==> src/rtl/mycpu_pkg.sv <==
// rtl/mycpu_pkg.sv - shared types and constants for the mycpu control path
package mycpu_pkg;

    typedef enum logic [2:0] {
        RST,
        INF,
        EX0,
        SHF,
        HLT
    } cu_mc_state_t;

    // ALU opcodes share their low nibble with the function-select code
    typedef enum logic [6:0] {
        OP_MOVA = 7'h00, OP_INC, OP_ADD, OP_MUL,
        OP_SRA,  OP_SUB, OP_DEC, OP_SLA,
        OP_AND,  OP_OR,  OP_XOR, OP_NOT,
        OP_MOVB, OP_SHR, OP_SHL, OP_CLR,
        OP_LDI  = 7'h10, OP_ADI, OP_LD, OP_ST,
        OP_IOR,  OP_IOW, OP_BRZ, OP_BRN,
        OP_JMP,  OP_HAL, OP_SHLN, OP_SHRN
    } opcode_t;

    typedef enum logic [3:0] {
        FS_MOVA = 4'h0, FS_INC, FS_ADD, FS_MUL,
        FS_SRA,  FS_SUB, FS_DEC, FS_SLA,
        FS_AND,  FS_OR,  FS_XOR, FS_NOT,
        FS_MOVB, FS_SHR, FS_SHL, FS_CLR
    } fs_t;

    localparam logic [1:0] PS_HOLD = 2'b00;
    localparam logic [1:0] PS_INC  = 2'b01;
    localparam logic [1:0] PS_BR   = 2'b10;
    localparam logic [1:0] PS_JMP  = 2'b11;

    localparam logic [1:0] MD_FU  = 2'b00;
    localparam logic [1:0] MD_MEM = 2'b01;
    localparam logic [1:0] MD_IO  = 2'b10;

endpackage

==> src/rtl/cu_mc.sv <==
// rtl/cu_mc.sv - multi-cycle control unit with ready handshake and counted shifts
module cu_mc
    import mycpu_pkg::*;
#(
    parameter int RAW = 3,
    parameter int IW  = 16
) (
    input  logic                   clk,
    input  logic                   rst_n,
    input  logic [IW-1:0]          ins_in,
    input  logic                   z_in,
    input  logic                   n_in,
    input  logic                   mem_rdy_in,
    output logic                   il_out,
    output logic [1:0]             ps_out,
    output logic                   rw_out,
    output logic [3*(RAW+1)-1:0]   rs_out,
    output logic                   mm_out,
    output logic [1:0]             md_out,
    output logic                   mb_out,
    output logic [3:0]             fs_out,
    output logic                   wen_out,
    output logic                   iom_out,
    output logic                   halt_out,
    output logic                   err_out
);

    localparam int OPW = IW - 3*RAW;
    localparam logic [RAW-1:0] ONE = 1;

    cu_mc_state_t state, state_nxt;
    logic [RAW-1:0] cnt, cnt_nxt;
    logic           err_nxt;

    logic [OPW-1:0] op;
    logic [6:0]     op7;
    logic           op_hi_zero;
    logic [RAW-1:0] da, aa, ba;

    assign op         = ins_in[IW-1:3*RAW];
    assign op7        = op[6:0];
    assign op_hi_zero = ((op >> 7) == '0);
    assign da         = ins_in[3*RAW-1:2*RAW];
    assign aa         = ins_in[2*RAW-1:RAW];
    assign ba         = ins_in[RAW-1:0];

    function automatic logic [3*(RAW+1)-1:0] build_rs(input logic [RAW-1:0] d,
                                                      input logic [RAW-1:0] a,
                                                      input logic [RAW-1:0] b);
        return {1'b0, d, 1'b0, a, 1'b0, b};
    endfunction

    always_ff @(posedge clk or negedge rst_n) begin
        if (!rst_n) begin
            state   <= RST;
            cnt     <= '0;
            err_out <= 1'b0;
        end else begin
            state   <= state_nxt;
            cnt     <= cnt_nxt;
            err_out <= err_nxt;
        end
    end

    always_comb begin
        state_nxt = state;
        cnt_nxt   = cnt;
        err_nxt   = err_out;
        il_out    = 1'b0;
        ps_out    = PS_HOLD;
        rw_out    = 1'b0;
        rs_out    = '0;
        mm_out    = 1'b0;
        md_out    = MD_FU;
        mb_out    = 1'b0;
        fs_out    = FS_MOVA;
        wen_out   = 1'b1;
        iom_out   = 1'b0;
        halt_out  = 1'b0;

        case (state)
            RST: begin
                cnt_nxt   = '0;
                state_nxt = INF;
            end
            INF: begin
                mm_out = 1'b1;
                if (mem_rdy_in) begin
                    il_out    = 1'b1;
                    state_nxt = EX0;
                end
            end
            EX0: begin
                rs_out = build_rs(da, aa, ba);
                if (!op_hi_zero) begin
                    rs_out    = '0;
                    err_nxt   = 1'b1;
                    state_nxt = HLT;
                end else if (op7 < 7'h10) begin
                    fs_out    = op7[3:0];
                    rw_out    = 1'b1;
                    ps_out    = PS_INC;
                    state_nxt = INF;
                end else begin
                    case (op7)
                        OP_LDI, OP_ADI: begin
                            fs_out    = (op7 == OP_LDI) ? FS_MOVB : FS_ADD;
                            mb_out    = 1'b1;
                            rw_out    = 1'b1;
                            ps_out    = PS_INC;
                            state_nxt = INF;
                        end
                        OP_LD, OP_ST, OP_IOR, OP_IOW: begin
                            md_out  = (op7 == OP_LD) ? MD_MEM : (op7 == OP_IOR) ? MD_IO : MD_FU;
                            wen_out = !(op7 == OP_ST || op7 == OP_IOW);
                            iom_out = (op7 == OP_IOR || op7 == OP_IOW);
                            if (mem_rdy_in) begin
                                rw_out    = (op7 == OP_LD || op7 == OP_IOR);
                                ps_out    = PS_INC;
                                state_nxt = INF;
                            end
                        end
                        OP_BRZ, OP_BRN: begin
                            md_out    = MD_MEM;
                            ps_out    = ((op7 == OP_BRZ) ? z_in : n_in) ? PS_BR : PS_INC;
                            state_nxt = INF;
                        end
                        OP_JMP: begin
                            ps_out    = PS_JMP;
                            state_nxt = INF;
                        end
                        OP_HAL: begin
                            rs_out    = '0;
                            state_nxt = HLT;
                        end
                        OP_SHLN, OP_SHRN: begin
                            rw_out = 1'b1;
                            if (ba == '0) begin
                                fs_out    = FS_MOVA;
                                ps_out    = PS_INC;
                                state_nxt = INF;
                            end else begin
                                fs_out  = (op7 == OP_SHLN) ? FS_SHL : FS_SHR;
                                cnt_nxt = ba - ONE;
                                if (ba == ONE) begin
                                    ps_out    = PS_INC;
                                    state_nxt = INF;
                                end else begin
                                    state_nxt = SHF;
                                end
                            end
                        end
                        default: begin
                            rs_out    = '0;
                            err_nxt   = 1'b1;
                            state_nxt = HLT;
                        end
                    endcase
                end
            end
            SHF: begin
                // later passes shift the destination in place
                rs_out  = build_rs(da, da, ba);
                rw_out  = 1'b1;
                fs_out  = (op7 == OP_SHRN) ? FS_SHR : FS_SHL;
                cnt_nxt = cnt - ONE;
                if (cnt == ONE) begin
                    ps_out    = PS_INC;
                    state_nxt = INF;
                end
            end
            HLT: begin
                halt_out = 1'b1;
            end
            default: state_nxt = RST;
        endcase
    end

endmodule

==> config.mk <==
export PLATFORM = sky130hd
export DESIGN_NAME = cu_mc
export DESIGN_NICKNAME = d
export VERILOG_FILES = /design/src/rtl/mycpu_pkg.sv /design/src/rtl/cu_mc.sv
export SDC_FILE = /design/constraint.sdc
export NUM_CORES = 1
export LEC_CHECK = 0
export ABC_AREA = 1
export CORE_MARGIN = 2
export CORE_UTILIZATION = 41
export DETAILED_ROUTE_END_ITERATION = 8
export PLACE_DENSITY = 0.92
export RECOVER_POWER = 100
export SLEW_MARGIN = 20
export SYNTH_ARGS = -nofsm -noshare
export SYNTH_HDL_FRONTEND = slang
export SYNTH_SLANG_ARGS = --single-unit
==> constraint.sdc <==
create_clock -name clk -period 1.72 [get_ports clk]
set_input_delay 0.172 -clock clk [delete_from_list [all_inputs] [get_ports clk]]
set_output_delay 0.172 -clock clk [all_outputs]
set_load 0.005 [all_outputs]
==> qor.txt, run 1 <==
Crit. End Element = output port
failing checks = setup timing
Final HPWL DP = 2.90 mm
Antenna Nets Post-Route = 0
Slowest-stage cell, CP = dlygate4sd2_1
Layout area overhead = 110%
Ports = 49
max cap viols = 0
YS warnings = 0
TritonCTS Buffers = 3
Die Wd = 54.2 um
Initial Utilization = 0.424
Placed Cells = 293
Pins Over Slew Limit = 0
post-layout instance area = 2170 um2
Die Area = 2930 um2
layout filler cell count = 105
core area = 2430 um2
vias in the first global route = 1725
via count = 1847
ANT cells = 0
cell row count = 18
Leak = 1.15 nW
nets = 310
status = finished with violations
Seq pwr share = 0.306
Mapped Area = 1030 um2
# DRC = 0
Worst-path clk slew = 50 ps
WL per Instance = 19.3 um
first-pass GRT wire length = 7.78 mm
CP arrival = 1630 ps
IO Port Bufs = 45
routed vias/inst = 5.88
Chip Height = 54.2 um
CTS tree = yes
Cell variety after synth = 30
Syn Inst Count = 178
post-synthesis cell type with the largest combined area = dfrtp_1
worst path cell trace = clkdlybuf4s15_2 -> nor2_4 -> nand2_8 -> nor2_4 -> nor2_4 -> nand2_1 -> nand2_1 -> nand4_1 -> nand2_1 -> nand2_1 -> dlygate4sd2_1
critical path fanouts, max = 7
Placer Congestion = 0.916
Worst EP required = 1550 ps
highest clock rate = 554 MHz
htree depth = 1
unrepaired setup endpoints after global routing = yes
Worst Hold Class = input pin to async pin
final setup margin = -84.3 ps
initial antenna violation count = 0
worst r2r src = state[2]$_DFFE_PN0P_
Setup crit start kind = input pin
Area contributors post-synth = dfrtp_1 (17%), nand2_1 (16%), inv_1 (10%), nor2_1 (8.4%), nand3_1 (5.8%)
Buffers & Inverters on Critical Path = 2
Critical Path Most Common Cell = nand2_1
min cycle time layout = 1800 ps
Clock power frac = 0.266
final wirelength = 6.08 mm
#FFs+latches synth = 7
Tcrit/Tclk final = 1.05
Switch Pwr = 184 uW
R2R setup slack = -10 ps
kind of critical path = input pin to output port
GRT Total Usage = 0.373
Pwr Density = 249 nW/um2
Hold-fix buffers, CTS = 0
Hold Vio Cnt, Final = 0
Mean Syn Cell Area = 5.80 um2
largest net degree at the start of global routing = 11
share of layout cells above drive strength 1 = 0.500
Congestion Overflow GR = 0
initial DRC count = 119
worst r2r path cells = 11
dominant delay contributor by cell family on the critical path = simple AND/OR/NAND/NOR gates
Layout Skew = 0.932 ps
Internal Pwr Total = 356 uW
top-area cell type share of the netlist area = 0.170
Root Driver = clkbuf_4
detailed-router iteration count before antenna repair = 4
CTS sink count = 7
Non-Filler Instances = 314
r2r endpoint = cnt[1]$_DFFE_PN0P_
slowest stage delay, CP = 250 ps
IR drop worst, VDD = 457 uV
switching share of power = 0.341
Seq/Total Area, Yosys = 0.170
Setup-failing EPs final = 9
CTS max path bufs = 2
placed cell areas = 1820 um2
Worst-Skew Late Latency = 250 ps
Comb pwr share = 0.428
-- worst max-delay path by stage --
| stage | start | end | slack (ps) | cells past startpoint |
|---|---|---|---|---|
| after floorplan | state[2]$_DFFE_PN0P_ | cnt[2]$_DFFE_PN0P_ | 340 | 8 |
| after global placement | ins_in[9] | rs_out[5] | -570 | 9 |
| after detailed placement | ins_in[9] | rs_out[1] | -650 | 10 |
| after CTS | state[1]$_DFFE_PN0P_ | rs_out[5] | -70 | 10 |
| after global routing | ins_in[12] | rs_out[6] | -150 | 11 |
| final | ins_in[15] | ps_out[0] | -80 | 11 |
-- metrics by stage --
| step | hold slack [ps] | power (mW) | setup TNS (ps) | setup slack, ps | utilization |
|---|---|---|---|---|---|
| after floorplan | -124 | 0.227 | 0 | 337 | - |
| after global placement | 433 | 0.323 | -10510 | -568 | 0.747 |
| after detailed placement | 435 | 0.328 | -11500 | -655 | 0.747 |
| after CTS | 167 | 0.508 | -214 | -73.7 | 0.850 |
| after global routing | 273 | 0.556 | -1190 | -148 | 0.892 |
| final | 242 | 0.540 | -417 | -84.3 | 0.892 |
-- cells in the mapped netlist --
master	n
a21boi_0	1
a21oi_1	9
a32o_1	1
buf_4	3
clkbuf_1	1
conb_1	1
dfrtp_1	7
ha_1	4
inv_1	28
inv_2	3
nand2_1	43
nand2_2	3
nand2_4	2
nand3_1	12
nand3_2	1
nand4_1	2
nand4_2	1
nor2_1	23
nor2_2	4
nor2_4	2
nor3_1	4
nor4_1	1
o21ai_0	11
o21ai_1	1
o21ai_2	1
o21ai_4	1
o21bai_1	1
o22ai_1	5
o31ai_1	1
xor2_1	1
-- layout by cell type (no fill, tap or decap), drive strengths merged, types with 4 or more instances in the layout --
cell type      netlist  layout
nand2               48      48
dfrtp                7       7
nor3                 4       4
nor2                29      29
ha                   4       4
a21oi                9       9
buf                  3      70
nand3               13      13
inv                 31      31
clkdlybuf4s50        0      11
o22ai                5       5
o21ai               14      15
dlygate4sd2          0       7
clkbuf               1      12
-- flip-flops by register name, summed over array words and instances, names as in the netlist --
name	cells
cnt	3
err_out	1
state	3
-- power groups by stage --
stage	combinational [mW]	sequential [mW]	clock [mW]
floorplan	0.0590	0.168	0
global placement	0.155	0.168	0
detailed placement	0.160	0.168	0
CTS	0.192	0.165	0.151
global route	0.240	0.165	0.152
finish	0.231	0.165	0.144
-- layer usage --
metal	wire, um	share of wire	track usage	vias to the layer above
li1	-	-	-	785
met1	2140	0.35	0.389	865
met2	2930	0.48	0.629	141
met3	579	0.095	0.0861	56
met4	433	0.071	0.304	0
met5	0	0	0	-
-- logic make-up (layout without fill, tap and decap cells) --
| group | Yosys count | in the layout | synth area share |
|---|---|---|---|
| AND/OR/NAND/NOR | 98 | 98 | 0.444 |
| adder cells (fa/ha/maj) | 4 | 4 | 0.0485 |
| flip-flops | 7 | 7 | 0.170 |
| AO/OA/AOI/OAI | 32 | 33 | 0.188 |
| buffers and inverters | 35 | 138 | 0.138 |
| other | 1 | 3 | 0.00363 |
| XOR/XNOR | 1 | 1 | 0.00849 |
-- what timing repair did --
item                                   in CTS  in global routing
setup buffers                              11                  6
gates cloned                                1                  0
setup endpoints to repair                  24                 21
gates resized for setup                   123                 51
pin swaps                                  19                 25
endpoints found under the hold margin       0                  0
-- layout make-up --
class | instances | area [um2] | share of cell area
Tap cell | 30 | 37.5 | 0.0173
Inverter | 31 | 119 | 0.0548
Clock buffer | 4 | 26.3 | 0.0121
Multi-Input combinational cell | 139 | 973 | 0.449
Sequential cell | 7 | 175 | 0.0807
Timing Repair Buffer | 103 | 838 | 0.386
Power figures use the tool's default switching activity.
==> run 2: changes to the inputs <==
- HOLD_SLACK_MARGIN: not set -> 0.02
==> results of run 2 <==
The final DEF is identical to that of run 1; final timing and power are the same.
